$ cat src/rtl/mul_limb_serial_pkg.sv
// ---------------------------------------------------------------------------
// mul_limb_pkg
// Shared types and constants for the limb-serial multiplier.
//   state_t       : FSM encoding (IDLE, MAC, [FIX], DONE), 2 bits
//   W_DEF         : default limb width
//   NLIMB_DEF     : default limbs per operand
//   cnt_width()   : width of the limb counters, $clog2(n) but at least 1
// Configuration macro: MUL_LIMB_SIGNED_EN adds the FIX state used for the
// two's complement correction.
// ---------------------------------------------------------------------------
package mul_limb_pkg;

    localparam int W_DEF     = 16;
    localparam int NLIMB_DEF = 2;

`ifdef MUL_LIMB_SIGNED_EN
    typedef enum logic [1:0] {
        IDLE = 2'd0,
        MAC  = 2'd1,
        FIX  = 2'd2,
        DONE = 2'd3
    } state_t;
`else
    typedef enum logic [1:0] {
        IDLE = 2'd0,
        MAC  = 2'd1,
        DONE = 2'd3
    } state_t;
`endif

    // A single-limb operand still needs a 1-bit counter so the selects stay legal.
    function automatic int cnt_width(input int n);
        return (n <= 1) ? 1 : $clog2(n);
    endfunction

endpackage

$ cat src/rtl/mul_limb_serial_pe.sv
// ---------------------------------------------------------------------------
// mul_limb_pe
// Purely combinational W x W unsigned multiplier producing a 2W-bit result.
// Kept as its own module so the multiplier can be swapped for an optimised
// netlist without touching the sequencing logic.
//   op_a : W-bit unsigned limb
//   op_b : W-bit unsigned limb
//   prod : 2W-bit unsigned product
// ---------------------------------------------------------------------------
module mul_limb_pe #(
    parameter int W = 16
) (
    input  logic [W-1:0]   op_a,
    input  logic [W-1:0]   op_b,
    output logic [2*W-1:0] prod
);

    // Zero-extend both sides so the multiply is evaluated at full 2W width.
    assign prod = {{W{1'b0}}, op_a} * {{W{1'b0}}, op_b};

endmodule

$ cat src/rtl/mul_limb_serial.sv
// ---------------------------------------------------------------------------
// mul_limb_serial
// Sequential limb-serial multiplier: one W x W partial product per clock,
// accumulated into a 2*NLIMB*W-bit product.
//   clk        : clock, all state updates on the rising edge
//   rst        : synchronous active-high reset
//   in_valid   : operands a/b valid
//   in_ready   : high only in IDLE, block can accept operands
//   a, b       : NLIMB*W-bit operands, limb k = [k*W +: W]
//   out_valid  : product y valid (DONE state)
//   out_ready  : consumer accepts y
//   y          : 2*NLIMB*W-bit product, holds last product until next accept
//   busy       : high in any state other than IDLE
// Configuration macro: MUL_LIMB_SIGNED_EN treats a/b as two's complement and
// adds one FIX cycle after the unsigned accumulation.
// ---------------------------------------------------------------------------
module mul_limb_serial
    import mul_limb_pkg::*;
#(
    parameter int W     = W_DEF,
    parameter int NLIMB = NLIMB_DEF
) (
    input  logic                   clk,
    input  logic                   rst,
    input  logic                   in_valid,
    output logic                   in_ready,
    input  logic [NLIMB*W-1:0]     a,
    input  logic [NLIMB*W-1:0]     b,
    output logic                   out_valid,
    input  logic                   out_ready,
    output logic [2*NLIMB*W-1:0]   y,
    output logic                   busy
);

    localparam int N  = NLIMB * W;
    localparam int CW = cnt_width(NLIMB);
    localparam logic [CW-1:0] LAST = CW'(NLIMB - 1);

    state_t          state;
    state_t          state_d;
    logic [N-1:0]    a_q;
    logic [N-1:0]    b_q;
    logic [2*N-1:0]  acc;
    logic [CW-1:0]   i_q;
    logic [CW-1:0]   j_q;
    logic [W-1:0]    limb_a;
    logic [W-1:0]    limb_b;
    logic [2*W-1:0]  pp;
    logic [2*N-1:0]  pp_ext;
    logic [2*N-1:0]  pp_sh;
    logic            accept;
    logic            mac_en;
    logic            last_step;
`ifdef MUL_LIMB_SIGNED_EN
    logic            fix_en;
    logic [2*N-1:0]  fix_sub;
`endif

    assign limb_a    = a_q[int'(i_q)*W +: W];
    assign limb_b    = b_q[int'(j_q)*W +: W];
    assign last_step = (i_q == LAST) && (j_q == LAST);

    mul_limb_pe #(.W(W)) u_pe (
        .op_a (limb_a),
        .op_b (limb_b),
        .prod (pp)
    );

    // Align the partial product to limb position i+j of the result.
    always_comb begin
        pp_ext          = '0;
        pp_ext[2*W-1:0] = pp;
        pp_sh           = pp_ext << (W * (int'(i_q) + int'(j_q)));
    end

`ifdef MUL_LIMB_SIGNED_EN
    // Two's complement correction of an unsigned product: a negative operand
    // contributed an extra 2^N times the other operand, remove it modulo 2^2N.
    always_comb begin
        fix_sub = '0;
        if (b_q[N-1]) fix_sub = fix_sub + {a_q, {N{1'b0}}};
        if (a_q[N-1]) fix_sub = fix_sub + {b_q, {N{1'b0}}};
    end
`endif

    // Next-state and step enables.
    always_comb begin
        state_d = state;
        accept  = 1'b0;
        mac_en  = 1'b0;
`ifdef MUL_LIMB_SIGNED_EN
        fix_en  = 1'b0;
`endif
        case (state)
            IDLE: begin
                if (in_valid) begin
                    accept  = 1'b1;
                    state_d = MAC;
                end
            end
            MAC: begin
                mac_en = 1'b1;
                if (last_step) begin
`ifdef MUL_LIMB_SIGNED_EN
                    state_d = FIX;
`else
                    state_d = DONE;
`endif
                end
            end
`ifdef MUL_LIMB_SIGNED_EN
            FIX: begin
                fix_en  = 1'b1;
                state_d = DONE;
            end
`endif
            DONE: begin
                if (out_ready) state_d = IDLE;
            end
            default: state_d = IDLE;
        endcase
    end

    // State, operands, accumulator and limb counters (j inner, i outer).
    always_ff @(posedge clk) begin
        if (rst) begin
            state <= IDLE;
            a_q   <= '0;
            b_q   <= '0;
            acc   <= '0;
            i_q   <= '0;
            j_q   <= '0;
        end else begin
            state <= state_d;
            if (accept) begin
                a_q <= a;
                b_q <= b;
                acc <= '0;
                i_q <= '0;
                j_q <= '0;
            end else if (mac_en) begin
                acc <= acc + pp_sh;
                if (j_q == LAST) begin
                    j_q <= '0;
                    i_q <= (i_q == LAST) ? '0 : i_q + 1'b1;
                end else begin
                    j_q <= j_q + 1'b1;
                end
            end
`ifdef MUL_LIMB_SIGNED_EN
            else if (fix_en) begin
                acc <= acc - fix_sub;
            end
`endif
        end
    end

    assign in_ready  = (state == IDLE);
    assign out_valid = (state == DONE);
    assign busy      = (state != IDLE);
    assign y         = acc;

endmodule
$ cat config.mk
export PLATFORM = sky130hd
export DESIGN_NAME = mul_limb_serial
export DESIGN_NICKNAME = d
export VERILOG_FILES = /design/src/rtl/mul_limb_serial_pkg.sv /design/src/rtl/mul_limb_serial_pe.sv /design/src/rtl/mul_limb_serial.sv
export SDC_FILE = /design/constraint.sdc
export NUM_CORES = 1
export LEC_CHECK = 0
export ABC_AREA = 0
export CAP_MARGIN = 20
export CELL_PAD_IN_SITES_DETAIL_PLACEMENT = 1
export CELL_PAD_IN_SITES_GLOBAL_PLACEMENT = 1
export CORE_ASPECT_RATIO = 0.9
export CORE_UTILIZATION = 46
export DETAILED_ROUTE_END_ITERATION = 8
export PLACE_DENSITY_LB_ADDON = 0.1
export REMOVE_ABC_BUFFERS = 1
export SLEW_MARGIN = 0
export SYNTH_ARGS = -nofsm -noshare
export SYNTH_HDL_FRONTEND = slang
export SYNTH_SLANG_ARGS = --single-unit
$ cat constraint.sdc
create_clock -name clk -period 13.2 [get_ports clk]
set_input_delay 3.96 -clock clk [delete_from_list [all_inputs] [get_ports clk]]
set_output_delay 3.96 -clock clk [all_outputs]
set_load 0.1 [all_outputs]
## After elaboration in Yosys (flattened, before gate mapping)

Index checks and enable logic that the tools add are counted.

- Flip-flop bits (word level): 132
- Input port bits: 68
- Output and inout bits: 67
- Word-level logic and storage cells: 34

- $add $sub $neg: 4
- Multiply operators: 1
- Eq/ne operators: 5
- Shifts and indexed selects: 3
- Multiplexer cells: 9
- Reductions and logical operators: 6

Operator list:

| cell | count |
|---|---|
| adder 64 bit | 1 |
| indexed part select 32 x 6 -> 16 bit | 2 |
| left shift 32 x 6 -> 64 bit | 1 |
| multiplier 16 x 16 -> 32 bit | 1 |
| two-way mux 2 bit | 3 |
| case mux 2 bit (3 select lines) | 1 |
| two-way mux 1 bit | 5 |
| != test 2 bit, second input constant | 2 |
| AND reduction 3 bit | 1 |
| adder 1 bit, second input constant | 2 |
| adder 1 x 1 -> 2 bit | 1 |
| == test 2 x 1 -> 1 bit, second input constant | 1 |
| == test 2 bit, second input constant | 1 |
| logical NOT 2 bit | 1 |
| != test 2 x 1 -> 1 bit, second input constant | 1 |
| AND reduction 2 bit | 1 |
| nonzero test 2 bit | 1 |
| OR reduction 2 bit | 1 |
| logical AND 1 bit | 1 |

## Logic depth before layout (Yosys ltp)

- Depth in word-level cells: 4
- Mapped depth: 41
- Depth with buffers taken out: 38

## By module

From an unflattened synthesis, not the netlist that was laid out.

- Cell total of the unflattened synthesis: 2250
- Area, all modules: 18033.5 um2

By module, submodules not included:

| module | times used | cells each | area an instance (um2) | seq. area each (um2) |
|---|---|---|---|---|
| mul_limb_serial | 1 | 1227 | 9261.4 | 2642.5 |
| mul_limb_pe | 1 | 1023 | 8772.2 | 0.0 |

## Least setup slack after synthesis

No wires, ideal clock.

- Path kind: register to register
- From: register i_q
- To: register acc[63], in the netlist y[63]
- Library setup time: 70 ps
- Arrival: 9844 ps
- Data required time: 13130 ps
- Setup slack: 3286 ps
- Stages on the path, launching flop included: 40
- Buffers on the path: 4
- Clock period less this slack: 9914 ps
- Path through: dfxtp_1 -> clkbuf_1 -> clkbuf_1 -> clkbuf_1 -> mux2i_1 -> nor2_1 -> fa_1 -> inv_1 -> fa_1 -> fa_1 -> inv_1 -> fa_1 -> fa_1 -> inv_1 -> fa_1 -> inv_1 -> ha_1 -> a21o_1 -> (+4 left out) -> a21oi_1 -> o21ai_0 -> a21o_1 -> a21oi_1 -> mux2i_1 -> and3_1 -> ha_1 -> clkbuf_1 -> nand4_1 -> or3_1 -> or3_1 -> o32ai_2 -> o21ai_2 -> o21ai_2 -> a311oi_1 -> o21a_1 -> or4_1 -> a21oi_1

- Cells in the longest elaborated chain, start to end: 4
- Elaborated cells on any way between the ends: 5
- Those cells by class: add/sub: 2; mul: 1; shift: 2

Ends and longest elaborated chain:

| element | RTL line | source |
|---|---|---|
| start, declared | mul_limb_serial.sv:44 | `logic [CW-1:0] i_q;` |
| start signal, assigned | mul_limb_serial.sv:145 | `i_q <= (i_q == LAST) ? '0 : i_q + 1'b1;` |
| indexed part select 32 x 6 -> 16 bit | mul_limb_serial.sv:59 | `assign limb_a = a_q[int'(i_q)*W +: W];` |
| multiplier 16 x 16 -> 32 bit | mul_limb_serial_pe.sv:19 | `assign prod = {{W{1'b0}}, op_a} * {{W{1'b0}}, op_b};` |
| left shift 32 x 6 -> 64 bit (*) | mul_limb_serial.sv:73 | `pp_sh = pp_ext << (W * (int'(i_q) + int'(j_q)));` |
| adder 64 bit (*) | mul_limb_serial.sv:142 | `acc <= acc + pp_sh;` |
| end signal, assigned | mul_limb_serial.sv:142 |  |
| end, declared | mul_limb_serial.sv:43 | `logic [2*N-1:0] acc;` |

Every way passes the cells marked *; elsewhere a longest branch is shown, timed or not.
A chain may end at the register's enable or synchronous reset.

## Worst setup path in the final report

Ends and elaborated chain as after synthesis.

==> results.cfg <==
[synth]
synth_edf_count = 0
async_reset_ff_share_pct = 0
synth_top_flop_cell = dfxtp_1
syn_area_per_cell_um2 = 7.79
synth_top_area_cell = fa_1
synth.distinct_cells = 70
ys_seq_elements = 132
seq_area_frac_synth_pct = 14.9
syn_inst = 2276
syn_area_um2 = 17700
synth.area.top_cells = fa_1, dfxtp_1, ha_1
yosysMostFrequentCell = nand2_1
synth_top_area_share_pct = 22.0
yosysWarnings = 0
ys_top_cells_by_count = nand2_1, inv_1, a21oi_1

[pwr]
pwr-share-clk_pct = 36.8
power.switching_uw = 546
combPwrFrac_pct = 33.1
leakagePower_uw = 0.00907
ir_worst_vdd_uv = 92.3
p_int_uw = 888
power_density_nw_per_um2 = 71.3
share_seq_of_total_power_pct = 30.1
sw_frac_of_total_pct = 38.1

[global_route]
grtUsageTotal_pct = 32.0
antenna_found_initial = 1
grt_max_degree = 66
grt_overflow = 0
grt_pass1_wl_um = 96900
grt_pass1_vias = 17233

[cts]
cts_tree = built
hold_buffers = 0
htree_levels = 4
clockBufferDepth = 2
root_buffer = clkbuf_16
post_cts_buffers = 0
clock-sinks = 132
insertion_delay_ns = 0.47
post_cts_resized = 0
clkTransAtPathRegs_ns = 0.06
cts_made_buffers = 17

[flow_run]
maxCapViolations = 0

[drt]
first_pass_iters = 5
wl_per_cell_um = 21.5
drt_iter0_drc = 1298
vias = 16498
detail-route-antenna-nets = 0
postRouteWirelength_um = 61100
drc = 0
via_per_inst = 5.79

[sta]
fin_skew_ns = 0.00963
fin_setup_tns_ns = 0
slew_viol_final = 0
rsz0062_at_grt = no
setup_violations = 0
fin_crit_sh_pct = 85.2
period_needed_ns = 11.25
max_freq_mhz = 88.9
slew_headroom_pct = 26.8
hold_violations = 0
tightestPinTransition_ns = 1.07

[setup_path]
timing.critical_path.max_delay_family = adder cells
path_class = flop to flop
cp_num_buf_inv = 4
rr_endpoint = y[63]
cp-start-kind = flop
slowest_delay_ns = 0.96
endpoint_kind = flop
r2r_cells = 35
reg2reg_slack_ns = 1.95
critPathMaxFanout = 29
regToRegStartpoint = i_q
cpMaxStageDelayCell = mux2i_1
worst_ep_required_time_ns = 13.59
cp.arrival_ns = 11.64

[run_status]
run_status = complete, no violations

[worst_hold_path]
hold_path.class = flop to flop
hold_path_end = b_q[21]
worstHoldPathCells = 2
worst_hold_startpoint = b_q[21]

[floorplanning]
die-width_um = 209
start_util_pct = 47.1
core_um2 = 37600
ioPinCount = 135
die_h_um = 188
die-area_um2 = 39300
rows = 67

[place]
dp_hpwl_um = 49700
place_congestion = 0.929
numPortBuffers = 134

[final_layout]
utilization_pct = 53.4
n_fill_cell = 4605
layout.nets = 2783
drive_above_1_share_pct = 4.78
syn_to_final_growth_pct = 13.4
-- worst reg2reg max path: cells and delay by family, from the launching register on --
kind | cells | cell delay (ns)
AOI/OAI and AO/OA | 15 | 3.21
xor gates and xnor gates | 1 | 0.37
adders and majority gates | 8 | 3.65
buffers and inverters | 4 | 0.20
DFF | 1 | 0.92
muxes | 1 | 1.01
and+or+nand+nor | 6 | 1.82
-- state kept, by name, summed over array words and instances (netlist names) --
| name | count |
|---|---|
| state | 2 |
| b_q | 32 |
| j_q | 1 |
| i_q | 1 |
| y | 64 |
| a_q | 32 |
-- power by group through the flow --
stage | clock (µW) | combinational [µW] | sequential (µW)
2_1_floorplan | 0 | 263 | 470
3_3_place_gp | 0 | 455 | 439
3_5_place_dp | 0 | 467 | 440
4_1_cts | 535 | 470 | 432
5_1_grt | 547 | 515 | 434
6_report | 528 | 474 | 432
-- metal layers --
layer | vias to the layer above | track usage, % | part of all wire [%] | routed length (µm)
met5 | - | 0 | 0 | 0
met4 | 0 | 8.00 | 1.5 | 943
met3 | 65 | 4.78 | 6.1 | 3750
met2 | 470 | 50.2 | 45 | 27800
met1 | 8341 | 46.1 | 47 | 28700
li1 | 7622 | - | - | -
-- how the worst max path moves through the flow --
stage,endpoint,cells after the start,slack (ns),from
after floorplan,y[63],34,3.17,j_q
after global placement,y[63],35,2.36,i_q
after detailed placement,y[63],35,2.09,i_q
after CTS,y[63],35,2.04,i_q
after global routing,y[39],34,1.37,i_q
final,y[63],35,1.95,i_q
-- cells by family after synthesis --
| family | Yosys count | synth area share [%] |
|---|---|---|
| DFF | 132 | 14.9 |
| buffers and inverters | 369 | 7.96 |
| muxes | 73 | 4.33 |
| xor gates and xnor gates | 82 | 4.05 |
| and+or+nand+nor | 796 | 19.1 |
| adders and majority gates | 363 | 33.9 |
| AOI/OAI and AO/OA | 461 | 15.8 |
-- cell type report --
class                   instances  area, µm²  area share [%]
multi-input cells            1775      13700            68.1
flip-flops and latches        132       2650            13.2
repair buffers                163       1550            7.73
inverters                     263        987            4.91
well taps                     483        604            3.01
clock buffers                  19        443            2.20
clock inverters                12        181           0.902
diodes                          1       2.50          0.0124
-- through the flow --
step           area, µm²  cells  setup WS [ns]  hold slack, ns  power (µW)
5_1_grt            20100   2847           1.37           0.475        1490
3_5_place_dp       19500   2815           2.09           0.449         907
4_1_cts            20100   2846           2.04           0.458        1440
6_report           20100   2848           1.95           0.456        1430
2_1_floorplan      17300   2170           3.17           0.427         733
3_3_place_gp       19500   2815           2.36           0.441         894
-- cell usage in the layout, fill, tap and decap left out, types with 14 or more instances in the layout --
cell | synthesis | final
a21o_1 | 56 | 56
a21oi_1 | 232 | 232
and2_1 | 26 | 25
buf_4 | 4 | 29
clkbuf_16 | 0 | 17
clkdlybuf4s50_1 | 0 | 133
dfxtp_1 | 132 | 130
fa_1 | 195 | 195
ha_1 | 168 | 168
inv_1 | 263 | 263
mux2_2 | 29 | 29
mux2i_1 | 44 | 44
nand2_1 | 425 | 424
nand3_1 | 26 | 26
nand4_1 | 29 | 29
nor2_1 | 210 | 209
nor2b_1 | 14 | 14
nor3_1 | 17 | 17
o21a_1 | 14 | 14
o21ai_0 | 47 | 47
o21bai_1 | 26 | 26
o22ai_1 | 17 | 17
xnor2_1 | 51 | 51
xor2_1 | 31 | 31
Power figures use the tool's default switching activity.
==> RTL edit 1 (same settings) <==
Add a define of `MUL_LIMB_SIGNED_EN`.
--- a/src/rtl/mul_limb_serial_pkg.sv
+++ b/src/rtl/mul_limb_serial_pkg.sv
@@ -8,6 +8,8 @@
 // Configuration macro: MUL_LIMB_SIGNED_EN adds the FIX state used for the
 // two's complement correction.
 // ---------------------------------------------------------------------------
+`define MUL_LIMB_SIGNED_EN
+
 package mul_limb_pkg;
 
     localparam int W_DEF     = 16;
Function: not settled (the Yosys comparison gave no result); the edit may change what the design does.
==> RTL edit 1 against the unedited design <==
- worst setup slack worse by 540 ps
- synthesized area grew 18%
- design area rose by 16%
- wire length grew 33%
- sequential share of layout area fell by 1.8 points
- sequential cell count is the same
- critical path type unchanged
Power is not compared: it rests on default switching activity, and its combinational part moved more than twofold at a synthesized area within 25%.
==> RTL edit 1: results (changes against the unedited design) <==
- The number of standard cells in the final layout excluding fillers came to 3361 (was 2848).
- The count of distinct cell types in the synthesized netlist was 91 (was 70).
- The maximum cell stage delay along the critical path was 940 ps (was 960 ps).
- The data arrival time at the worst-slack endpoint is 12140 ps (was 11640 ps).
- The post-detailed-routing wire length came to 81.4 mm (was 61.1 mm).
- The routed length on met2 is 36.9 mm (was 27.8 mm).
- The post-synthesis instance total is 2685 (was 2276).
- The instance count after placement with tap cells included is 3329 (was 2815).
- The maximum number of pins on one net before global-route repair was 65 (was 66).
- Most used standard cells in the synthesized netlist: nand2_1 (371), nor2_1 (296), inv_1 (284) (was nand2_1 (425), inv_1 (263), a21oi_1 (232)).
- The placed wire-length estimate after detailed placement came to 67.5 mm (was 49.7 mm).
- The count of TritonRoute iterations in the first routing pass is 6 (was 5).
- After clock tree synthesis, the clock-pin slew on the worst setup and hold paths is 70 ps.
- The portion of the post-synthesis area used by sequential elements is 0.127 (was 0.149).
- The arithmetic-cell share of the synthesized area counting full adders, half adders and majority gates is 0.310 (was 0.339).
- The fraction of the mapped netlist area in compound gates is 0.180 (was 0.158).
- The initial antenna violation count is 0 (was 1).
- The worst clock skew is 14.5 ps (was 9.63 ps).
- The number of nets in the layout is 3216 (was 2783).
- Cell types with the largest area share after synthesis: fa_1 (19%), dfxtp_1 (13%), ha_1 (12%) (was fa_1 (22%), dfxtp_1 (15%), ha_1 (12%)).
- The vias after detailed routing is 20.2k (was 16.5k).
- The final estimated routing congestion in global placement is 0.979 (was 0.929).
- Outcome: complete, no violations (unchanged).
- The first-pass GRT wire length is 124 mm (was 96.9 mm).
- The routed length on met3 was 4.94 mm (was 3.75 mm).
- The clock network latency to the later pin of the worst-skew pair is 480 ps.
- The overall track demand over capacity in global routing is 0.356 (was 0.320).
- The remaining max-slew budget at the tightest pin is 0.233 (was 0.268).
- The share of layout cells above drive strength 1 is 0.0435 (was 0.0478).
- The worst-path maximum fanout was 17 (was 29).
- The total routed wire length on the met1 layer is 36.3 mm (was 28.7 mm).
- The xor/xnor cell area share of the yosys netlist is 0.0504 (was 0.0405).
- The total inserted antenna cells is 0 (was 1).
- The via count of the first global-routing pass is 20.5k (was 17.2k).
- The number of DRC markers after the initial detailed-route iteration came to 1446 (was 1298).
RTL edit 1: cell types whose count changed after synthesis, moves of 30 or more:
cell,unedited run,this run
o21ai_0,47,84
nand2_1,425,371
mux2i_1,44,96
ha_1,168,204
nor2_1,210,296
xnor2_1,51,81
and2_1,26,59
RTL edit 1: cells by family (layout without fill, tap and decap cells):
group / count (synthesis) / in the layout
XOR/XNOR: 120 / 120
multiplexers: 129 / 129
buffers and inverters: 401 / 477
AO/OA/AOI/OAI: 587 / 587
adder cells (fa/ha/maj): 400 / 400
flip-flops: 132 / 132
AND/OR/NAND/NOR: 916 / 916
RTL edit 1: path summary, 6_finish.rpt:
check,from,end,slack (ps),cells after the start
setup reg to reg,j_q,y[63],1410,39
setup / recovery,j_q,y[63],1410,39
hold / removal,a_q[14],a_q[14],500,2
hold reg to reg,a_q[14],a_q[14],500,2
RTL edit 1: final cells by class:
cell class                      count  area (µm²)
Fill cell                        5517       21100
Multi-Input combinational cell   2152       16700
Sequential cell                   132        2640
Timing Repair Buffer              160        1530
Inverter                          285        1070
Tap cell                          600         751
Clock buffer                       17         425
Clock inverter                     15         195
RTL edit 1: metal layers:
layer	vias to the layer above	global-route usage
li1	9186	-
met1	10200	0.480
met2	634	0.565
met3	158	0.0612
met4	0	0.141
met5	-	0
RTL edit 1: per-stage QoR:
stage                     setup slack, ps  power, µW   util  area (µm²)  hold WS (ps)
after floorplan                      2800       2880      -       20400           444
after global routing                  706       4720  0.525       23300           518
after CTS                            1610       4430  0.525       23300           499
after global placement               2040       3800  0.511       22700           476
after detailed placement             1670       3890  0.511       22700           485
final                                1410       4470  0.525       23300           504
RTL edit 1: report_power, final:
group          internal, µW  switching (µW)
Clock                   302             223
Sequential              489             163
Combinational          1070            2220
Total                  1860            2610
==> RTL edit 2 (config.mk and constraints unchanged) <==
Made on the original files. Make the reset (`rst`) asynchronous in one clocked block. Comments in the files are not updated.
--- a/src/rtl/mul_limb_serial.sv
+++ b/src/rtl/mul_limb_serial.sv
@@ -122,7 +122,7 @@
     end
 
     // State, operands, accumulator and limb counters (j inner, i outer).
-    always_ff @(posedge clk) begin
+    always_ff @(posedge clk or posedge rst) begin
         if (rst) begin
             state <= IDLE;
             a_q   <= '0;
Check against the original RTL: not equivalent (a bounded check fails within 4 cycles, from zero or initial values and one cycle with rst high; the reset may be asserted at any time).
==> RTL edit 2 against the unedited design <==
- the flow now finishes with violations (design-rule violations)
- count of clock-buffer cells in the layout is 1 higher
- final cell count is 11% lower
- sequential cell count stayed put
- worst setup slack better by 97 ps
- utilization hardly changed
- critical path depth is 1 higher
- design area is 1.4% lower
- wire length is 12% lower
- synthesized area is 2.4% lower
- non-clock buffer count is 5 lower
- synthesized cell count is 16% lower
Power is not shown: default switching activity piles up to over one toggle a cycle in this logic, so the estimate is an artifact.
==> RTL edit 2: results (changes against the unedited design) <==
- The portion of the post-synthesis area used by sequential elements was 0.191 (was 0.149).
- The maximum cell stage delay along the critical path is 1010 ps (was 960 ps).
- The count of distinct cell types in the synthesized netlist is 68 (was 70).
- The path class of the lowest-slack min-delay path is register to register (unchanged).
- The post-synthesis average cell area is 9.04 µm² (was 7.79 µm²).
- The data arrival time at the worst-slack endpoint is 11460 ps (was 11640 ps).
- Most used standard cells in the synthesized netlist: inv_1 (262), nand2_1 (251), fa_1 (195) (was nand2_1 (425), inv_1 (263), a21oi_1 (232)).
- The number of buffers on the longest clock path is 2 (unchanged).
- The initial antenna violation count is 0 (was 1).
- The number of levels in the clock H-tree is 4 (unchanged).
- Clock latency on the worst-skew pair, taken at its later pin, is roughly 460 ps.
- The total of cells resized after clock tree synthesis is 0 (unchanged).
- The standard cell area after detailed placement is 19200 µm² (was 19500 µm²).
- Cell types with the largest area share after synthesis: fa_1 (23%), dfrtp_1 (19%), ha_1 (12%) (was fa_1 (22%), dfxtp_1 (15%), ha_1 (12%)).
- The number of standard cells in the final layout excluding fillers is 2525 (was 2848).
- The number of flip-flops in the largest register is 64 (unchanged).
- The worst clock skew is 8.89 ps (was 9.63 ps).
- The slowest library cell on the worst path is dfrtp_2 (was mux2i_1).
- The fraction of registers with async set or reset after synthesis is 1.00 (was 0).
- The maximum number of pins on one net before global-route repair came to 75 (was 66).
- The DRC violation count after routing is 16 (was 0).
- The first-pass GRT wire length was 83.7 mm (was 96.9 mm).
- Outcome: complete, but fails checks (was complete, no violations).
- The number of setup buffers added after CTS was 0 (unchanged).
- The average wire length per cell after detail routing is 21.2 µm (was 21.5 µm).
- The worst-path maximum fanout came to 34 (was 29).
- The cell chosen for the clock root is clkbuf_16 (unchanged).
- The checks that failed: design-rule violations.
- The clock buffer count from CTS was 17 (unchanged).
- The count of warnings emitted by yosys came to 0 (unchanged).
- The count of TritonRoute iterations in the first routing pass is 7 (was 5).
- The main flop type after synthesis was dfrtp_1 (was dfxtp_1).
- The average vias per placed instance is 5.67 (was 5.79).
- The share of layout cells above drive strength 1 is 0.0863 (was 0.0478).
- The placed wire-length estimate after detailed placement is 43.6 mm (was 49.7 mm).
- The clock transition at the register clock pins on the worst setup and hold paths after CTS is 60 ps (about the same).
- The number of buffer cells added on primary ports is 134 (unchanged).
- The number of fill cells is 4316 (was 4605).
- The via count of the first global-routing pass is 15.3k (was 17.2k).
- The number of DRC markers after the initial detailed-route iteration is 736 (was 1298).
- The remaining max-slew budget at the tightest pin was 0.273 (was 0.268).
- The final estimated routing congestion in global placement is 0.911 (was 0.929).
- The worst-case setup slack after placement is 2180 ps (was 2090 ps).
- The overall track demand over capacity in global routing is 0.290 (was 0.320).
RTL edit 2: final cells by class:
type	instances	area (µm²)	share of cell area
Timing Repair Buffer	158	1540	0.0777
Clock buffer	20	447	0.0225
Inverter	262	988	0.0498
Antenna cell	2	5.00	0.000252
Sequential cell	132	3300	0.167
Multi-Input combinational cell	1456	12800	0.645
Tap cell	483	604	0.0305
Clock inverter	12	156	0.00788
RTL edit 2: logic make-up after synthesis:
family / synth area share
AO/OA/AOI/OAI: 0.128
XOR/XNOR: 0.0461
adder cells (fa/ha/maj): 0.347
buffers and inverters: 0.0707
flip-flops: 0.191
multiplexers: 0.0846
AND/OR/NAND/NOR: 0.133
RTL edit 2: per-layer routing:
layer | GRT usage | vias up | routed length (µm)
li1 | - | 6552 | -
met1 | 0.391 | 7377 | 24300
met2 | 0.466 | 319 | 25300
met3 | 0.0644 | 70 | 2840
met4 | 0.0800 | 0 | 1120
met5 | 0 | - | 0
RTL edit 2: critical path, delay by kind of cell, from the launching register on:
| family | cells | cell delay [ps] |
|---|---|---|
| AOI/OAI and AO/OA | 18 | 4270 |
| adders and majority gates | 8 | 3540 |
| DFF | 1 | 1010 |
| muxes | 1 | 960 |
| xor gates and xnor gates | 2 | 580 |
| and+or+nand+nor | 3 | 410 |
| buffers and inverters | 4 | 200 |
RTL edit 2: final timing paths:
kind	start	end	slack, ps	cells past startpoint
setup / recovery	i_q	y[59]	2050	36
hold / removal	b_q[9]	b_q[9]	510	1
setup reg to reg	i_q	y[59]	2050	36
hold reg to reg	b_q[9]	b_q[9]	510	1
max in group asynchronous	rst	b_q[13]	7880	3
min in group asynchronous	rst	y[14]	4020	2
